`config.mk`:
```
export PLATFORM = sky130hd
export DESIGN_NAME = ultrasonic_ranger
export DESIGN_NICKNAME = d
export VERILOG_FILES = /design/src/rtl/ultrasonic_ranger.sv
export SDC_FILE = /design/constraint.sdc
export NUM_CORES = 1
export LEC_CHECK = 0
export CAP_MARGIN = 40
export CORE_MARGIN = 2
export CORE_UTILIZATION = 50
export DETAILED_ROUTE_END_ITERATION = 7
export PLACE_DENSITY = 0.82
export SKIP_LAST_GASP = 1
export SLEW_MARGIN = 10
export SYNTH_ARGS = -nofsm -noshare
export SYNTH_HDL_FRONTEND = slang
export SYNTH_SLANG_ARGS = --single-unit
```
`constraint.sdc`:
```
create_clock -name clk -period 3.13 [get_ports clk]
set_input_delay 0.626 -clock clk [delete_from_list [all_inputs] [get_ports clk]]
set_output_delay 0.626 -clock clk [all_outputs]
set_load 0.01 [all_outputs]
```
`src/rtl/ultrasonic_ranger.sv`:
```
`default_nettype none
// ============================================================================
// Module   : ultrasonic_ranger
// Purpose  : HC-SR04-style range controller. Issues a trigger pulse, times
//            the echo pulse in microseconds, reports the width with a valid
//            strobe, a timeout strobe and a near-threshold flag. Supports
//            single-shot and continuous periodic ranging.
// Revision : 1.0  initial release
// ----------------------------------------------------------------------------
// Ports
//   clk         in   system clock
//   rst         in   asynchronous active-high reset
//   start       in   single-shot request, honoured in IDLE only
//   continuous  in   1 = re-trigger automatically every PERIOD_US
//   echo        in   sensor echo pin (asynchronous)
//   threshold   in   [WIDTH] near compare limit in us, sampled at capture
//   trigger     out  sensor trigger pin
//   busy        out  high in every state except IDLE
//   echo_us     out  [WIDTH] last valid echo width in us
//   valid       out  one-clock pulse, new echo_us captured
//   timeout     out  one-clock pulse, cycle ended without a valid echo
//   near        out  echo_us < threshold at the last valid capture
// ============================================================================
module ultrasonic_ranger #(
    parameter int CLKS_PER_US = 50,
    parameter int TRIG_US     = 10,
    parameter int TIMEOUT_US  = 30000,
    parameter int PERIOD_US   = 60000,
    parameter int WIDTH       = 16
) (
    input  logic             clk,
    input  logic             rst,
    input  logic             start,
    input  logic             continuous,
    input  logic             echo,
    input  logic [WIDTH-1:0] threshold,
    output logic             trigger,
    output logic             busy,
    output logic [WIDTH-1:0] echo_us,
    output logic             valid,
    output logic             timeout,
    output logic             near
);

    localparam int PSW = (CLKS_PER_US > 1) ? $clog2(CLKS_PER_US) : 1;
    localparam int PCW = $clog2(PERIOD_US + 1);
    localparam int TOW = $clog2(TIMEOUT_US + 1);

    localparam logic [PSW-1:0]   PRESC_LAST   = PSW'(CLKS_PER_US - 1);
    localparam logic [PCW-1:0]   PERIOD_MAX   = PCW'(PERIOD_US);
    localparam logic [PCW-1:0]   TRIG_LAST    = PCW'(TRIG_US - 1);
    localparam logic [TOW-1:0]   TIMEOUT_LAST = TOW'(TIMEOUT_US - 1);
    localparam logic [WIDTH-1:0] WIDTH_MAX    = '1;

    typedef enum logic [2:0] {
        IDLE      = 3'd0,
        TRIG      = 3'd1,
        WAIT_RISE = 3'd2,
        MEASURE   = 3'd3,
        HOLDOFF   = 3'd4
    } state_t;

    state_t           state;
    state_t           state_next;
    logic [1:0]       echo_sync;
    logic             echo_s;
    logic [PSW-1:0]   presc;
    logic             tick;
    logic [PCW-1:0]   period_cnt;
    logic [TOW-1:0]   wait_cnt;     // timeout budget in WAIT_RISE and MEASURE
    logic [WIDTH-1:0] width_cnt;
    logic             capture;
    logic             expire;

    assign echo_s  = echo_sync[1];
    assign busy    = (state != IDLE);
    assign trigger = (state == TRIG);

    // The prescaler is held at zero in IDLE, so the first tick of a cycle
    // lands exactly CLKS_PER_US clocks after the trigger rises and every
    // us-count below is aligned to the trigger edge.
    assign tick = (state != IDLE) && (presc == PRESC_LAST);

    // ------------------------------------------------------------------
    // Next-state and strobe decode
    // ------------------------------------------------------------------
    always_comb begin
        state_next = state;
        capture    = 1'b0;
        expire     = 1'b0;
        case (state)
            IDLE: begin
                if (start || continuous) begin
                    state_next = TRIG;
                end
            end
            TRIG: begin
                // period_cnt counts us since trigger rise; leave on the
                // tick that completes TRIG_US.
                if (tick && (period_cnt == TRIG_LAST)) begin
                    state_next = WAIT_RISE;
                end
            end
            WAIT_RISE: begin
                // Checked every clock, so an echo already high on entry
                // is taken as the rise.
                if (echo_s) begin
                    state_next = MEASURE;
                end else if (tick && (wait_cnt == TIMEOUT_LAST)) begin
                    expire     = 1'b1;
                    state_next = HOLDOFF;
                end
            end
            MEASURE: begin
                if (!echo_s) begin
                    capture    = 1'b1;
                    state_next = HOLDOFF;
                end else if (tick && (wait_cnt == TIMEOUT_LAST)) begin
                    expire     = 1'b1;
                    state_next = HOLDOFF;
                end
            end
            HOLDOFF: begin
                if (period_cnt >= PERIOD_MAX) begin
                    state_next = IDLE;
                end
            end
            default: begin
                state_next = IDLE;
            end
        endcase
    end

    // ------------------------------------------------------------------
    // State, synchronizer, counters and result registers
    // ------------------------------------------------------------------
    always_ff @(posedge clk or posedge rst) begin
        if (rst) begin
            state      <= IDLE;
            echo_sync  <= '0;
            presc      <= '0;
            period_cnt <= '0;
            wait_cnt   <= '0;
            width_cnt  <= '0;
            echo_us    <= '0;
            valid      <= 1'b0;
            timeout    <= 1'b0;
            near       <= 1'b0;
        end else begin
            state     <= state_next;
            echo_sync <= {echo_sync[0], echo};
            valid     <= capture;
            timeout   <= expire;

            // TRIG is only reachable from IDLE, so holding these at zero in
            // IDLE is the same as clearing them on TRIG entry.
            if (state == IDLE) begin
                presc      <= '0;
                period_cnt <= '0;
            end else begin
                presc <= tick ? '0 : presc + 1'b1;
                if (tick && (period_cnt != PERIOD_MAX)) begin
                    period_cnt <= period_cnt + 1'b1;
                end
            end

            // Restarted on every state change so WAIT_RISE and MEASURE each
            // get a fresh TIMEOUT_US budget.
            if (state_next != state) begin
                wait_cnt <= '0;
            end else if (tick && ((state == WAIT_RISE) || (state == MEASURE))) begin
                wait_cnt <= wait_cnt + 1'b1;
            end

            if ((state_next == MEASURE) && (state != MEASURE)) begin
                width_cnt <= '0;
            end else if ((state == MEASURE) && tick && (width_cnt != WIDTH_MAX)) begin
                width_cnt <= width_cnt + 1'b1;
            end

            if (capture) begin
                echo_us <= width_cnt;
                near    <= (width_cnt < threshold);
            end else if (expire) begin
                near <= 1'b0;
            end
        end
    end

endmodule
`default_nettype wire

```
# After elaboration in Yosys (flattened, before gate mapping)
# Cells that the tools add are included.
# W data, S select, Z words.
dict set report totals {
  ff_bits 77
  in_bits 21
  output_inout_bits 21
  word_cells 67
}
dict set report op_classes {
  addsub 4
  order_cmp 2
  n_eq_ne 12
  muxes 23
  reduce_logical 16
}
# operator n
set ops {}
lappend ops {{$mux W16} 4}
lappend ops {{$add A16 B1 Y16 const B} 2}
lappend ops {{$ne A16 B16 Y1 const B} 2}
lappend ops {{$mux W15} 2}
lappend ops {{$mux W3} 6}
lappend ops {{$eq A16 B4 Y1 const B} 1}
lappend ops {{$ge A16 B16 Y1 const B} 1}
lappend ops {{$lt A16 B16 Y1} 1}
lappend ops {{$add A15 B1 Y15 const B} 1}
lappend ops {{$eq A15 B15 Y1 const B} 1}
lappend ops {{$pmux W3 S5} 1}
lappend ops {{$mux W6} 2}
lappend ops {{$eq A3 B2 Y1 const B} 3}
lappend ops {{$logic_and A1 B1 Y1} 8}
lappend ops {{$reduce_bool A2 Y1} 4}
lappend ops {{$mux W1} 7}
lappend ops {{$add A6 B1 Y6 const B} 1}
lappend ops {{$eq A6 B6 Y1 const B} 1}
lappend ops {{$eq A3 B1 Y1 const B} 1}
lappend ops {{$eq A3 B3 Y1 const B} 1}
lappend ops {{$logic_not A3 Y1} 1}
lappend ops {{$ne A3 B2 Y1 const B} 1}
lappend ops {{$ne A3 B3 Y1} 1}
lappend ops {{$reduce_bool A3 Y1} 1}
lappend ops {{other kinds (2)} 3}

# Longest topological paths before layout
dict set report depth {
  ltp_word 9
  mapped_depth 8
  depth_no_buf 7
}

# Worst setup path before layout
# Ideal clock, no wire load.
dict set report synth_timing {
  path_type {reg-to-output}
  startpoint {register state[0]}
  endpoint {output busy}
  arrival_ns 1.368
  required_ns 2.504
  slack_ns 1.136
  path_stages_with_launch 6
  n_path_buf 3
  cell_sequence {dfrtp_1 buf_2 nor3_1 buf_2 inv_1 clkbuf_1}
}
dict set report synth_between {
  elab_chain_len 1
}
# item line
set synth_rtl {}
lappend synth_rtl {{start: declaration} 63} ;# state_t state;
lappend synth_rtl {{start signal: assignment} 150} ;# state <= state_next;
lappend synth_rtl {{$reduce_bool A3 Y1} 76} ;# assign busy = (state != IDLE);
lappend synth_rtl {{end: declaration} 38} ;# output logic busy,
# No other way between the ends.

# Worst setup path in the final report
dict set report layout_timing {
  startpoint {register state[1]}
  endpoint {output busy}
}
# Same word-level chain as after synthesis.

==> impl_results.md <==
* Mapped Cells at 429
* Ranking of synthesized cells by area: dfrtp_1, ha_1, xor2_1, mux2_2, nor2_1
* CTS tree: done
* ANT cells at 0
* Commonest cells post-synth: dfrtp_1, nor2_1, inv_1
* Die X at 96.6 um
* Largest net degree at the start of global routing at 33
* Final ANT Viol Nets at 0
* Top-area cell type share of the netlist area at 0.449
* # rows at 33
* Layout Skew at 8.58 ps
* R2r worst-path depth at 7
* Initial antenna violation count at 0
* Setup crit end: busy
* Commonest register cell after synthesis: dfrtp_1
* Yosys top cell by area: dfrtp_1
* Syn Area/Cell at between 9 and 10 um^2
* Post-DR vias/cell at about 5.9
* IO Count at 42
* Initial Util at 0.519
* Most numerous cell in the Yosys netlist: dfrtp_1
* Die Area at 9330 um^2
* CORE AREA at 8260 um^2
* Fin. Hold Viols at 0
* Flop-to-flop setup slack at 720 ps
* Initial DRC count at approximately 190
* Clock Path Buffers at 2
* Pre-Repair DR Iteration Count at 6
* RSZ-0062 raised after global routing: false
* Routability cong. at 0.875
* Async set or reset register ratio after synthesis at 1.00
* H-tree levels at 3
* Design Power at 1.75 mW
* Number of global-route vias before repair at 3378
* GRT Total Usage at 0.205
* Chip height at ~97 um
* Clock Latency Late Sink at 350 ps
* Fin Setup TNS at 0 ps
* Area Growth Syn to Fin at 16.5%
* Buffers added on ports at 41
* Post-layout min period at 2740 ps
* Slew of the pin with the lowest slew margin at 847 ps
* Worst Setup SP: state[1]
* Arrival time worst endpoint at between 2000 and 2500 ps
* Fin crit share at 0.875
* Average wire per standard cell at approximately 16 um
* Max-cap viol count at 0
* Final HPWL DP at 6560 um
* Tightest Hold Check Type: reg2reg
* # DRC at 0
* Nets at 517
* Placed instance area at just under 5000 um^2
* Total wire length at 9150 um
* Status: complete, no violations
* First-pass GRT wire length at 15900 um
* Max FO, Critical Path at 13
* Synthesis Warnings at 0
* Vias at 3418
* Max Clk Rate at 0.365 GHz
* Final instance area at 5000 um^2
* Cell variety after synth at 53
* Post-CTS setup buffers at 0
* Layout cell share with drive strength beyond 1 at 0.102
* Clock Pin Slew Worst Setup and Hold Paths at 80 ps
* Worst Path Required at 2500 ps
* VDD IR max at roughly 0.26 mV
* Syn nets at between 400 and 500
* Leak at 2.18 nW
* Sequential area share after synthesis at 0.449
* Reg-to-reg endpoint: width_cnt[13]
* Critical path startpoint category: flop
* Num CTS Buffers at 9
* GR Overflow Total at 0
* Critical path start-end classification: reg2out
* Register bit total from synthesis at 77
* Post-cts sizing count at 0
* Final Slew Violations at 0
* Cts hold-fix bufs at 0
* Post-Synthesis Cell Area at roughly 4300 um^2
* Slew margin rel. at 0.430
* R2R Path Start: presc[1]
* Cell Pwr Density at 351 nW/um^2
* Endpoints failing setup at 0
* Clk root buf: clkbuf_8
* Clk sinks at a little under 80
* EDFF count, synth at 0
* CP Capture Type: output port
metal layers:
layer,routed length [um],track usage,part of all wire,vias to the layer above
li1,-,-,-,1625
met1,4100,0.275,0.45,1648
met5,0,0,0,-
met2,4360,0.333,0.48,123
met4,236,0.0899,0.026,0
met3,448,0.0282,0.049,22
where the power goes:
part	internal, mW	switching, mW
Clock	0.331	0.364
Combinational	0.0302	0.0331
Sequential	0.995	0.00144
cells in the final DEF (no fill, tap or decap), types with 5 or more instances in the layout:
cell	instances
and2_1	5
o21ai_0	15
xor2_1	25
nand2b_1	5
xnor2_1	7
and3_1	9
mux2_2	16
ha_1	22
clkbuf_8	11
a21oi_1	15
nand3_1	21
nand4_1	14
nor3_1	22
dfrtp_1	77
mux2i_1	8
or3_1	6
and4_1	8
nor2_1	31
clkdlybuf4s50_1	41
inv_1	29
nand2_1	25
buf_4	7
area by class of cell:
| class | instances | area, um^2 |
|---|---|---|
| well taps | 105 | 131 |
| clock buffers | 13 | 159 |
| inverters | 30 | 113 |
| flip-flops and latches | 77 | 1930 |
| fillers | 689 | 3260 |
| multi-input cells | 308 | 2180 |
| repair buffers | 48 | 463 |
| clock inverters | 3 | 20.0 |
metrics by stage:
| stage | utilization | setup slack [ps] | instances | hold slack [ps] |
|---|---|---|---|---|
| 2_1_floorplan | - | 537 | 429 | 331 |
| 3_3_place_gp | 0.583 | 761 | 567 | 358 |
| 3_5_place_dp | 0.583 | 718 | 568 | 354 |
| 4_1_cts | 0.605 | 407 | 584 | 372 |
| 5_1_grt | 0.605 | 294 | 584 | 385 |
| 6_report | 0.605 | 392 | 584 | 372 |
critical path: stages (launching register included):
cell and delay (ps):
dfrtp_1 530, nor3_1 100, buf_4 200, inv_1 300
clkdlybuf4s50_1 610
how the worst min path moves through the flow:
stage	startpoint	endpoint	slack, ps	depth (start not counted)
global placement	echo_sync[0]	echo_sync[1]	360	0
floorplan	echo_sync[0]	echo_sync[1]	330	0
finish	echo_sync[0]	echo_sync[1]	370	0
global route	echo_sync[0]	echo_sync[1]	390	0
detailed placement	echo_sync[0]	echo_sync[1]	350	0
CTS	echo_sync[0]	echo_sync[1]	370	0
registers in the layout (all words and copies together) (netlist names), 2 cells and up:
signal,cells
echo_us,16
period_cnt,16
width_cnt,16
wait_cnt,15
presc,6
state,3
echo_sync,2
logic make-up after synthesis:
logic type                 share of synthesized area
adders and majority gates                     0.0642
xor gates and xnor gates                      0.0654
DFF                                            0.449
buffers and inverters                         0.0411
muxes                                         0.0607
and+or+nand+nor                                0.231
AOI/OAI and AO/OA                             0.0878
(Power assumes the default switching activity.)
